### src/rtl/sc_quaddec_pkg.sv
// Shared encodings and helpers for the quadrature decoder slice.
// Optional glitch filter is selected with SC_QUADDEC_GLITCH_FILTER_EN.
package sc_quaddec_pkg;

  typedef enum logic [1:0] {
    QD_S00 = 2'b00,
    QD_S01 = 2'b01,
    QD_S10 = 2'b10,
    QD_S11 = 2'b11
  } qd_state_e;

  localparam int   QD_FILT_W  = 4;
  localparam logic QD_DIR_FWD = 1'b1;
  localparam logic QD_DIR_REV = 1'b0;

  // State {A,B}; forward order is 00 -> 10 -> 11 -> 01 -> 00 (A leads B).
  function automatic qd_state_e qd_next_fwd(input qd_state_e s);
    case (s)
      QD_S00:  return QD_S10;
      QD_S10:  return QD_S11;
      QD_S11:  return QD_S01;
      QD_S01:  return QD_S00;
      default: return QD_S00;
    endcase
  endfunction

  function automatic qd_state_e qd_next_rev(input qd_state_e s);
    case (s)
      QD_S00:  return QD_S01;
      QD_S01:  return QD_S11;
      QD_S11:  return QD_S10;
      QD_S10:  return QD_S00;
      default: return QD_S00;
    endcase
  endfunction

endpackage

### src/rtl/sc_quaddec_filter.sv
// Per-channel 2-FF synchroniser plus stability filter.
// The filter exists only when SC_QUADDEC_GLITCH_FILTER_EN is defined.
module sc_quaddec_filter
  import sc_quaddec_pkg::*;
#(
  parameter int FILTER_LEN = 4
) (
  input  logic clk,
  input  logic rst_n,
  input  logic raw,
  output logic filt
);

  logic sync1_r;
  logic sync2_r;

  if ((FILTER_LEN < 1) || (FILTER_LEN > 15)) begin : g_bad_len
    $error("sc_quaddec_filter: FILTER_LEN out of range 1..15");
  end

  // Synchroniser runs free so the pin level is already known when reset lifts.
  always_ff @(posedge clk) begin
    sync1_r <= raw;
    sync2_r <= sync1_r;
  end

`ifdef SC_QUADDEC_GLITCH_FILTER_EN
  localparam logic [QD_FILT_W-1:0] CNT_LAST = QD_FILT_W'(FILTER_LEN - 1);

  logic [QD_FILT_W-1:0] cnt_r;
  logic                 filt_r;

  // Accept a new level only after it has been stable for FILTER_LEN samples.
  always_ff @(posedge clk) begin
    if (!rst_n) begin
      cnt_r  <= {QD_FILT_W{1'b0}};
      filt_r <= sync2_r;
    end else if (sync2_r != filt_r) begin
      if (cnt_r == CNT_LAST) begin
        cnt_r  <= {QD_FILT_W{1'b0}};
        filt_r <= sync2_r;
      end else begin
        cnt_r  <= cnt_r + {{(QD_FILT_W-1){1'b0}}, 1'b1};
      end
    end else begin
      cnt_r <= {QD_FILT_W{1'b0}};
    end
  end

  assign filt = filt_r;
`else
  assign filt = sync2_r;
`endif

endmodule

### src/rtl/sc_quadrature_decoder.sv
// x4 quadrature decoder: conditioned A/B phases -> signed position, step, dir, error.
// Glitch filtering is enabled with SC_QUADDEC_GLITCH_FILTER_EN.
module sc_quadrature_decoder
  import sc_quaddec_pkg::*;
#(
  parameter int N_POSITION = 16,
  parameter int FILTER_LEN = 4
) (
  input  logic                         SC_QUADDEC_CLOCK_50,
  input  logic                         SC_QUADDEC_RESET_InLow,
  input  logic                         SC_QUADDEC_A_In,
  input  logic                         SC_QUADDEC_B_In,
  input  logic                         SC_QUADDEC_CLEAR_InLow,
  output logic signed [N_POSITION-1:0] SC_QUADDEC_POSITION_OutBus,
  output logic                         SC_QUADDEC_STEP_Out,
  output logic                         SC_QUADDEC_DIR_Out,
  output logic                         SC_QUADDEC_ERROR_Out
);

  localparam logic [N_POSITION-1:0] POS_ONE = {{(N_POSITION-1){1'b0}}, 1'b1};

  logic                  a_filt_s;
  logic                  b_filt_s;
  qd_state_e             state_s;
  qd_state_e             prev_r;
  logic [N_POSITION-1:0] position_r;
  logic                  step_r;
  logic                  dir_r;
  logic                  error_r;

  logic [N_POSITION-1:0] pos_step_s;
  logic                  err_step_s;
  logic [N_POSITION-1:0] position_nxt_s;
  logic                  step_nxt_s;
  logic                  dir_nxt_s;
  logic                  error_nxt_s;

  sc_quaddec_filter #(.FILTER_LEN(FILTER_LEN)) u_filt_a (
    .clk   (SC_QUADDEC_CLOCK_50),
    .rst_n (SC_QUADDEC_RESET_InLow),
    .raw   (SC_QUADDEC_A_In),
    .filt  (a_filt_s)
  );

  sc_quaddec_filter #(.FILTER_LEN(FILTER_LEN)) u_filt_b (
    .clk   (SC_QUADDEC_CLOCK_50),
    .rst_n (SC_QUADDEC_RESET_InLow),
    .raw   (SC_QUADDEC_B_In),
    .filt  (b_filt_s)
  );

  assign state_s = qd_state_e'({a_filt_s, b_filt_s});

  // Classify the state change; clear wins over the position/error update only.
  always_comb begin
    pos_step_s = position_r;
    err_step_s = error_r;
    step_nxt_s = 1'b0;
    dir_nxt_s  = dir_r;
    if (state_s == prev_r) begin
      step_nxt_s = 1'b0;
    end else if (state_s == qd_next_fwd(prev_r)) begin
      pos_step_s = position_r + POS_ONE;
      step_nxt_s = 1'b1;
      dir_nxt_s  = QD_DIR_FWD;
    end else if (state_s == qd_next_rev(prev_r)) begin
      pos_step_s = position_r - POS_ONE;
      step_nxt_s = 1'b1;
      dir_nxt_s  = QD_DIR_REV;
    end else begin
      err_step_s = 1'b1;
    end
    if (!SC_QUADDEC_CLEAR_InLow) begin
      position_nxt_s = {N_POSITION{1'b0}};
      error_nxt_s    = 1'b0;
    end else begin
      position_nxt_s = pos_step_s;
      error_nxt_s    = err_step_s;
    end
  end

  // Output and history registers.
  always_ff @(posedge SC_QUADDEC_CLOCK_50) begin
    if (!SC_QUADDEC_RESET_InLow) begin
      prev_r     <= state_s;
      position_r <= {N_POSITION{1'b0}};
      step_r     <= 1'b0;
      dir_r      <= QD_DIR_REV;
      error_r    <= 1'b0;
    end else begin
      prev_r     <= state_s;
      position_r <= position_nxt_s;
      step_r     <= step_nxt_s;
      dir_r      <= dir_nxt_s;
      error_r    <= error_nxt_s;
    end
  end

  assign SC_QUADDEC_POSITION_OutBus = position_r;
  assign SC_QUADDEC_STEP_Out        = step_r;
  assign SC_QUADDEC_DIR_Out         = dir_r;
  assign SC_QUADDEC_ERROR_Out       = error_r;

endmodule

### config.mk
export PLATFORM = sky130hd
export DESIGN_NAME = sc_quadrature_decoder
export DESIGN_NICKNAME = d
export VERILOG_FILES = /design/src/rtl/sc_quaddec_pkg.sv /design/src/rtl/sc_quaddec_filter.sv /design/src/rtl/sc_quadrature_decoder.sv
export SDC_FILE = /design/constraint.sdc
export NUM_CORES = 1
export LEC_CHECK = 0
export CAP_MARGIN = 20
export CORE_MARGIN = 2
export CORE_UTILIZATION = 56
export CTS_BUF_LIST = sky130_fd_sc_hd__clkbuf_4
export DETAILED_ROUTE_END_ITERATION = 6
export GPL_TIMING_DRIVEN = 0
export PLACE_DENSITY_LB_ADDON = 0.08
export RECOVER_POWER = 50
export SYNTH_ARGS = -nofsm -noshare
export SYNTH_HDL_FRONTEND = slang
export SYNTH_HIERARCHICAL = 1
export SYNTH_SLANG_ARGS = --single-unit
### constraint.sdc
create_clock -name SC_QUADDEC_CLOCK_50 -period 3.4 [get_ports SC_QUADDEC_CLOCK_50]
set_input_delay 1.02 -clock SC_QUADDEC_CLOCK_50 [delete_from_list [all_inputs] [get_ports SC_QUADDEC_CLOCK_50]]
set_output_delay 1.02 -clock SC_QUADDEC_CLOCK_50 [all_outputs]
set_load 0.03 [all_outputs]
# ---- Yosys cells after proc, flatten, opt, wreduce, memory -nomap -nowiden
# Cells that the tools add are included.
dict set report totals {
  elab_cells 38
  output_inout_bits 19
  in_bits 5
  reg_bits 25
}
dict set report classes {
  addsub 2
  n_bitwise 4
  eq_ne 6
  reduce_logical 6
  mux 11
}
# op n
set op_table {}
lappend op_table {{16-bit 2-to-1 mux} 2}
lappend op_table {{16-bit by 1-bit adder with 16-bit output (second input constant)} 1}
lappend op_table {{2-bit one-hot mux with 4 select lines} 2}
lappend op_table {{16-bit by 1-bit subtractor with 16-bit output (second input constant)} 1}
lappend op_table {{2-bit equality test} 3}
lappend op_table {{2-bit 2-to-1 mux} 3}
lappend op_table {{2-bit equality test (second input constant)} 2}
lappend op_table {{1-bit 2-to-1 mux} 4}
lappend op_table {{1-bit inverter} 4}
lappend op_table {{2-bit AND reduction} 2}
lappend op_table {{3-bit AND reduction} 1}
lappend op_table {{2-bit by 1-bit equality test with 1-bit output (second input constant)} 1}
lappend op_table {{2-bit logical NOT} 1}
lappend op_table {{2-bit nonzero test} 1}
lappend op_table {{2-bit OR reduction} 1}

# ---- Depth between registers and ports, before layout
dict set report logic_depth {
  ltp_word 9
  depth_mapped 10
}

# ---- Modules after synthesis
# Netlist, hierarchy kept.
# mod seq_area_each_um2 area_per_inst_um2 n_inst cells_each
set by_module_without_submodules {}
lappend by_module_without_submodules {sc_quadrature_decoder 420.4 1536.5 1 186}
lappend by_module_without_submodules {sc_quaddec_filter 40.0 40.0 2 2}

# ---- Worst setup path before layout
# No wires, ideal clock.
dict set report synth_path {
  path_type {reg-to-reg}
  start {register u_filt_a.sync2_r (netlist: u_filt_a/filt)}
  end {register position_r[12] (netlist: SC_QUADDEC_POSITION_OutBus[12])}
  period_less_slack_ns 2.693
  path_stages_with_launch 10
  setup_time_ns 0.067
  arrival_ns 2.626
  setup_slack_ns 0.707
  path_cell_list {dfxtp_1 -> xor2_1 -> nand2_1 -> ha_1 -> nor2b_1 -> o21a_1 -> a311o_1 -> a221o_1 -> mux2_4 -> a21oi_2}
}
dict set report synth_via {
  elab_chain_len 3
  word_cells_on_any_way 7
  cone_classes {eq/ne: 3; mux: 1; bitwise: 1; reduce/logical: 2}
}
# item line_no
set synth_rtl {}
lappend synth_rtl {{from (decl)} sc_quaddec_filter.sv:15} ;# logic sync2_r;
lappend synth_rtl {{from (signal assigned)} sc_quaddec_filter.sv:24} ;# sync2_r <= sync1_r;
lappend synth_rtl {{2-bit equality test, on equally long branches} {sc_quadrature_decoder.sv:62, sc_quadrature_decoder.sv:60, sc_quadrature_decoder.sv:66}}
lappend synth_rtl {{2-bit nonzero test (no source line) or 1-bit inverter (tied branches)} n/a}
lappend synth_rtl {{2-bit AND reduction (no source line)} n/a}
lappend synth_rtl {{to (signal assigned)} sc_quadrature_decoder.sv:86} ;# position_r <= {N_POSITION{1'b0}};
lappend synth_rtl {{to (signal assigned)} sc_quadrature_decoder.sv:92} ;# position_r <= position_nxt_s;
lappend synth_rtl {{to (decl)} sc_quadrature_decoder.sv:26} ;# logic [N_POSITION-1:0] position_r;
# Parallel ways exist; a longest one is shown, timed or not.
# A chain may end at the register's enable or synchronous reset.

# ---- Worst setup path after layout
dict set report layout_path {
  start {register u_filt_a.sync2_r (netlist: u_filt_a/filt)}
  end {register position_r[10] (netlist: SC_QUADDEC_POSITION_OutBus[10])}
}
# The elaborated chain is that of the path after synthesis.

==> metrics.csv <==
stage;metric;value;unit
outcome;outcome;complete, no violations;
cts;hold_buffers;0;
logic_synthesis;ys_types;47;
global_route;grt_overflow;0;
sta;worst-slew-pin-transition;0.797;ns
logic_synthesis;ys_warn_count;6;
global_route;grt_pass1_vias;1389;
run;cap_violations;0;
sta;setup_viol;0;
cts;clock-sinks;25;
setup_path;max_stage_delay;0.53;ns
logic_synthesis;synth_edf_count;0;
logic_synthesis;async_flop_share;0;%
die;die_x;57.7;um
setup_path;rr_worst_depth;9;
logic_synthesis;syn-num-nets;210;
routing;dr.pass1.iters;4;
global_route;grt_max_degree;18;
final_layout;instances_no_fill;248;
logic_synthesis;ys_seq_elements;25;
routing;detail_route.wl_per_cell;14.7;um
sta;fin_skew;0.0145;ns
hold_path;hold-path-cell-count;0;
setup_path;slowest_stage;ha_1;
setup_path;critPathMaxFanout;17;
sta;period_share;94.4;%
global_route;gr-max-usage-layer;met2;
die;start_util;58.6;%
setup_path;worstReg2RegStart;u_filt_a/filt$_DFF_P_;
cts;post-cts-setup-buffers;0;
routing;ant_nets;0;
global_route;grtUsageMet2;38.3;%
setup_path;arrival;3.47;ns
hold_path;hold_path_end;u_filt_b/filt$_DFF_P_;
setup_path;required;3.66;ns
cts;postCtsResizedCells;0;
die;placementRows;19;
sta;hold_viol_final;0;
final_layout;final_util;68.8;%
logic_synthesis;synthDominantCellAreaShare;31.0;%
cts;numCtsBuffers;3;
placed_design;place_area;0.00189;mm2
routing;routed_via_density;6.08;
final_layout;fillers;242;
die;coreArea;0.00276;mm2
logic_synthesis;ys_top_cells_by_area;dfxtp_1 31%, ha_1 11%, a21oi_1 6.5%;
hold_path;hp-class;reg2reg;
die;die_h;57.7;um
routing;routed_wl;3650;um
logic_synthesis;ys.flop_type;dfxtp_1;
sta;period_minus_slack;3.21;ns
sta;tns;0;ns
cts;htreeDepth;1;
placed_design;place.gp.congestion;0.841;
setup_path;reg2reg_to;SC_QUADDEC_POSITION_OutBus[10]$_SDFFE_PN0P_;
global_route;use_met3;2.46;%
pwr;ir_drop;0.000384;V
logic_synthesis;syn-cell-area;0.00162;mm2
die;die-area;0.00333;mm2
logic_synthesis;avgSynthCellArea;8.51;um2
final_layout;multi_input_area;0.00104;mm2
final_layout;regArea;500;um2
global_route;grt_pass1_wl;6270;um
final_layout;areaGrowthSynthToFinish;17.4;%
placed_design;io_buffers;23;
setup_path;worstPathCellList;xor2_1 > nand2_1 > ha_1 > a21oi_1 > and2b_4 > a311o_1 > a22o_1 > or3_1 > a31oi_1;
placed_design;dp_cells;244;
hold_path;min_from;u_filt_b/sync1_r$_DFF_P_;
cts;cts_tree;done;
pwr;powerDensity;553;mW/mm2
sta;rsz0062_at_grt;false;
routing;drt-initial-drc-count;76;
die;ioPinCount;24;
setup_path;path_class;reg2reg;
setup_path;crit_path_end_kind;flop;
sta;drv_slew;0;
sta;maxClockFrequency;0.312;GHz
sta;slew_headroom;46.5;%
final_layout;drive_gt1_share;5.07;%
sta;timing.hold.ws;0.345;ns
final_layout;final_cell_area;0.00190;mm2
routing;drc;0;
logic_synthesis;synth_top_cell_by_area;dfxtp_1;
setup_path;ff2ff_setup_slack;0.19;ns
cts;clkLatencyLatePin;0.32;ns
logic_synthesis;synthCells;190;
routing;vias;1507;
cts;clk_pin_slew;0.15;ns
cts;cts_root_buf;clkbuf_4;
global_route;grt_use_total;23.4;%
placed_design;place_hpwl;2680;um
setup_path;critPathLaunchType;flop;
global_route;antenna_found_initial;0;
global_route;use_met1;32.4;%
final_layout;nets;238;
logic_synthesis;ys_seq_area_share;31.0;%
cts;cts_buffer_depth;2;
pwr;power_leakage;0.769;nW
final_layout;antenna_cells;0;
## cell usage in the layout (no fill, tap or decap), types with 3 or more instances in the layout
cell	count
clkbuf_4	3
or3_1	4
a21oi_1	21
o211ai_1	5
nand4_1	3
dfxtp_1	25
nor2b_1	4
o21a_1	3
ha_1	14
and2_1	5
o21ai_0	8
a211oi_1	4
xor2_1	4
nor3_1	4
nand3_1	7
clkbuf_1	8
xnor2_1	6
inv_1	5
a31oi_1	3
o21bai_1	3
nand3b_1	3
nand2_1	14
clkdlybuf4s50_1	11
nor2_1	8
dlygate4sd3_1	12
## final cells by class
| cell class | instances | area share (%) |
|---|---|---|
| plain buffers | 9 | 1.98 |
| clock buffers | 3 | 1.19 |
| clock inverters | 1 | 0.396 |
| inverters | 5 | 0.989 |
| multi-input cells | 151 | 54.9 |
| flip-flops and latches | 25 | 26.4 |
| well taps | 31 | 2.04 |
| repair buffers | 23 | 12.1 |
## worst max-delay path: cells and delay by family (launching register included)
family,cells,cell delay [ns]
adder cells (fa/ha/maj),1,0.53
AND/OR/NAND/NOR,3,0.99
XOR/XNOR,1,0.16
AO/OA/AOI/OAI,4,1.05
flip-flops,1,0.42
## cells in the mapped netlist (2+ instances only)
library cell	instances
and2_1	5
a31oi_1	3
nor2b_1	4
nand4_1	3
nand2_1	14
o21a_1	3
dfxtp_1	25
xnor2_1	5
nor3b_1	2
o211ai_1	5
o21bai_1	3
a211oi_1	4
clkbuf_1	6
o21ai_1	2
nor3_1	4
o31ai_1	2
and4_1	2
ha_1	14
xor2_1	4
nor2_1	8
a311o_1	2
nand3_1	7
or3_1	4
o21ai_0	8
nand3b_1	3
and3_1	2
a21o_1	2
a21oi_1	21
inv_1	5
## worst max path at each step
stage,startpoint,to,slack [ns],depth (start not counted)
floorplan,u_filt_a/filt$_DFF_P_,SC_QUADDEC_POSITION_OutBus[12]$_SDFFE_PN0P_,0.71,9
global placement,u_filt_a/filt$_DFF_P_,SC_QUADDEC_POSITION_OutBus[12]$_SDFFE_PN0P_,0.37,9
detailed placement,u_filt_a/filt$_DFF_P_,SC_QUADDEC_POSITION_OutBus[10]$_SDFFE_PN0P_,0.26,9
CTS,u_filt_a/filt$_DFF_P_,SC_QUADDEC_POSITION_OutBus[10]$_SDFFE_PN0P_,0.23,9
global route,u_filt_a/filt$_DFF_P_,SC_QUADDEC_POSITION_OutBus[10]$_SDFFE_PN0P_,0.08,9
finish,u_filt_a/filt$_DFF_P_,SC_QUADDEC_POSITION_OutBus[10]$_SDFFE_PN0P_,0.19,9
## cells by family after synthesis
logic type                 synth area share [%]
and+or+nand+nor                            21.4
AOI/OAI and AO/OA                          24.1
DFF                                        31.0
adders and majority gates                  12.1
buffers and inverters                      4.10
xor gates and xnor gates                   5.88
muxes                                      1.55
## power breakdown
part           switching (W)  internal, W  leakage (nW)
registers          0.0000231     0.000325         0.206
clock network      0.0000941    0.0000449        0.0139
logic               0.000330     0.000231         0.549
## state kept, by name (all words and copies together), names as in the netlist
register / cells
SC_QUADDEC_DIR_Out: 1
u_filt_a/sync1_r: 1
SC_QUADDEC_STEP_Out: 1
prev_r: 2
u_filt_a/filt: 1
SC_QUADDEC_ERROR_Out: 1
SC_QUADDEC_POSITION_OutBus: 16
u_filt_b/filt: 1
u_filt_b/sync1_r: 1
## metrics by stage
stage,total power [W],setup WS (ns)
6_report,0.00105,0.191
5_1_grt,0.00113,0.0750
4_1_cts,0.00106,0.231
3_5_place_dp,0.000916,0.256
3_3_place_gp,0.000898,0.371
2_1_floorplan,0.000772,0.707
## layer usage
layer  wire length, um  vias up
met5                 0        -
met4                57        0
met3               157        7
met2              1790       45
met1              1650      693
li1                  -      762
Power figures use the tool's default switching activity.
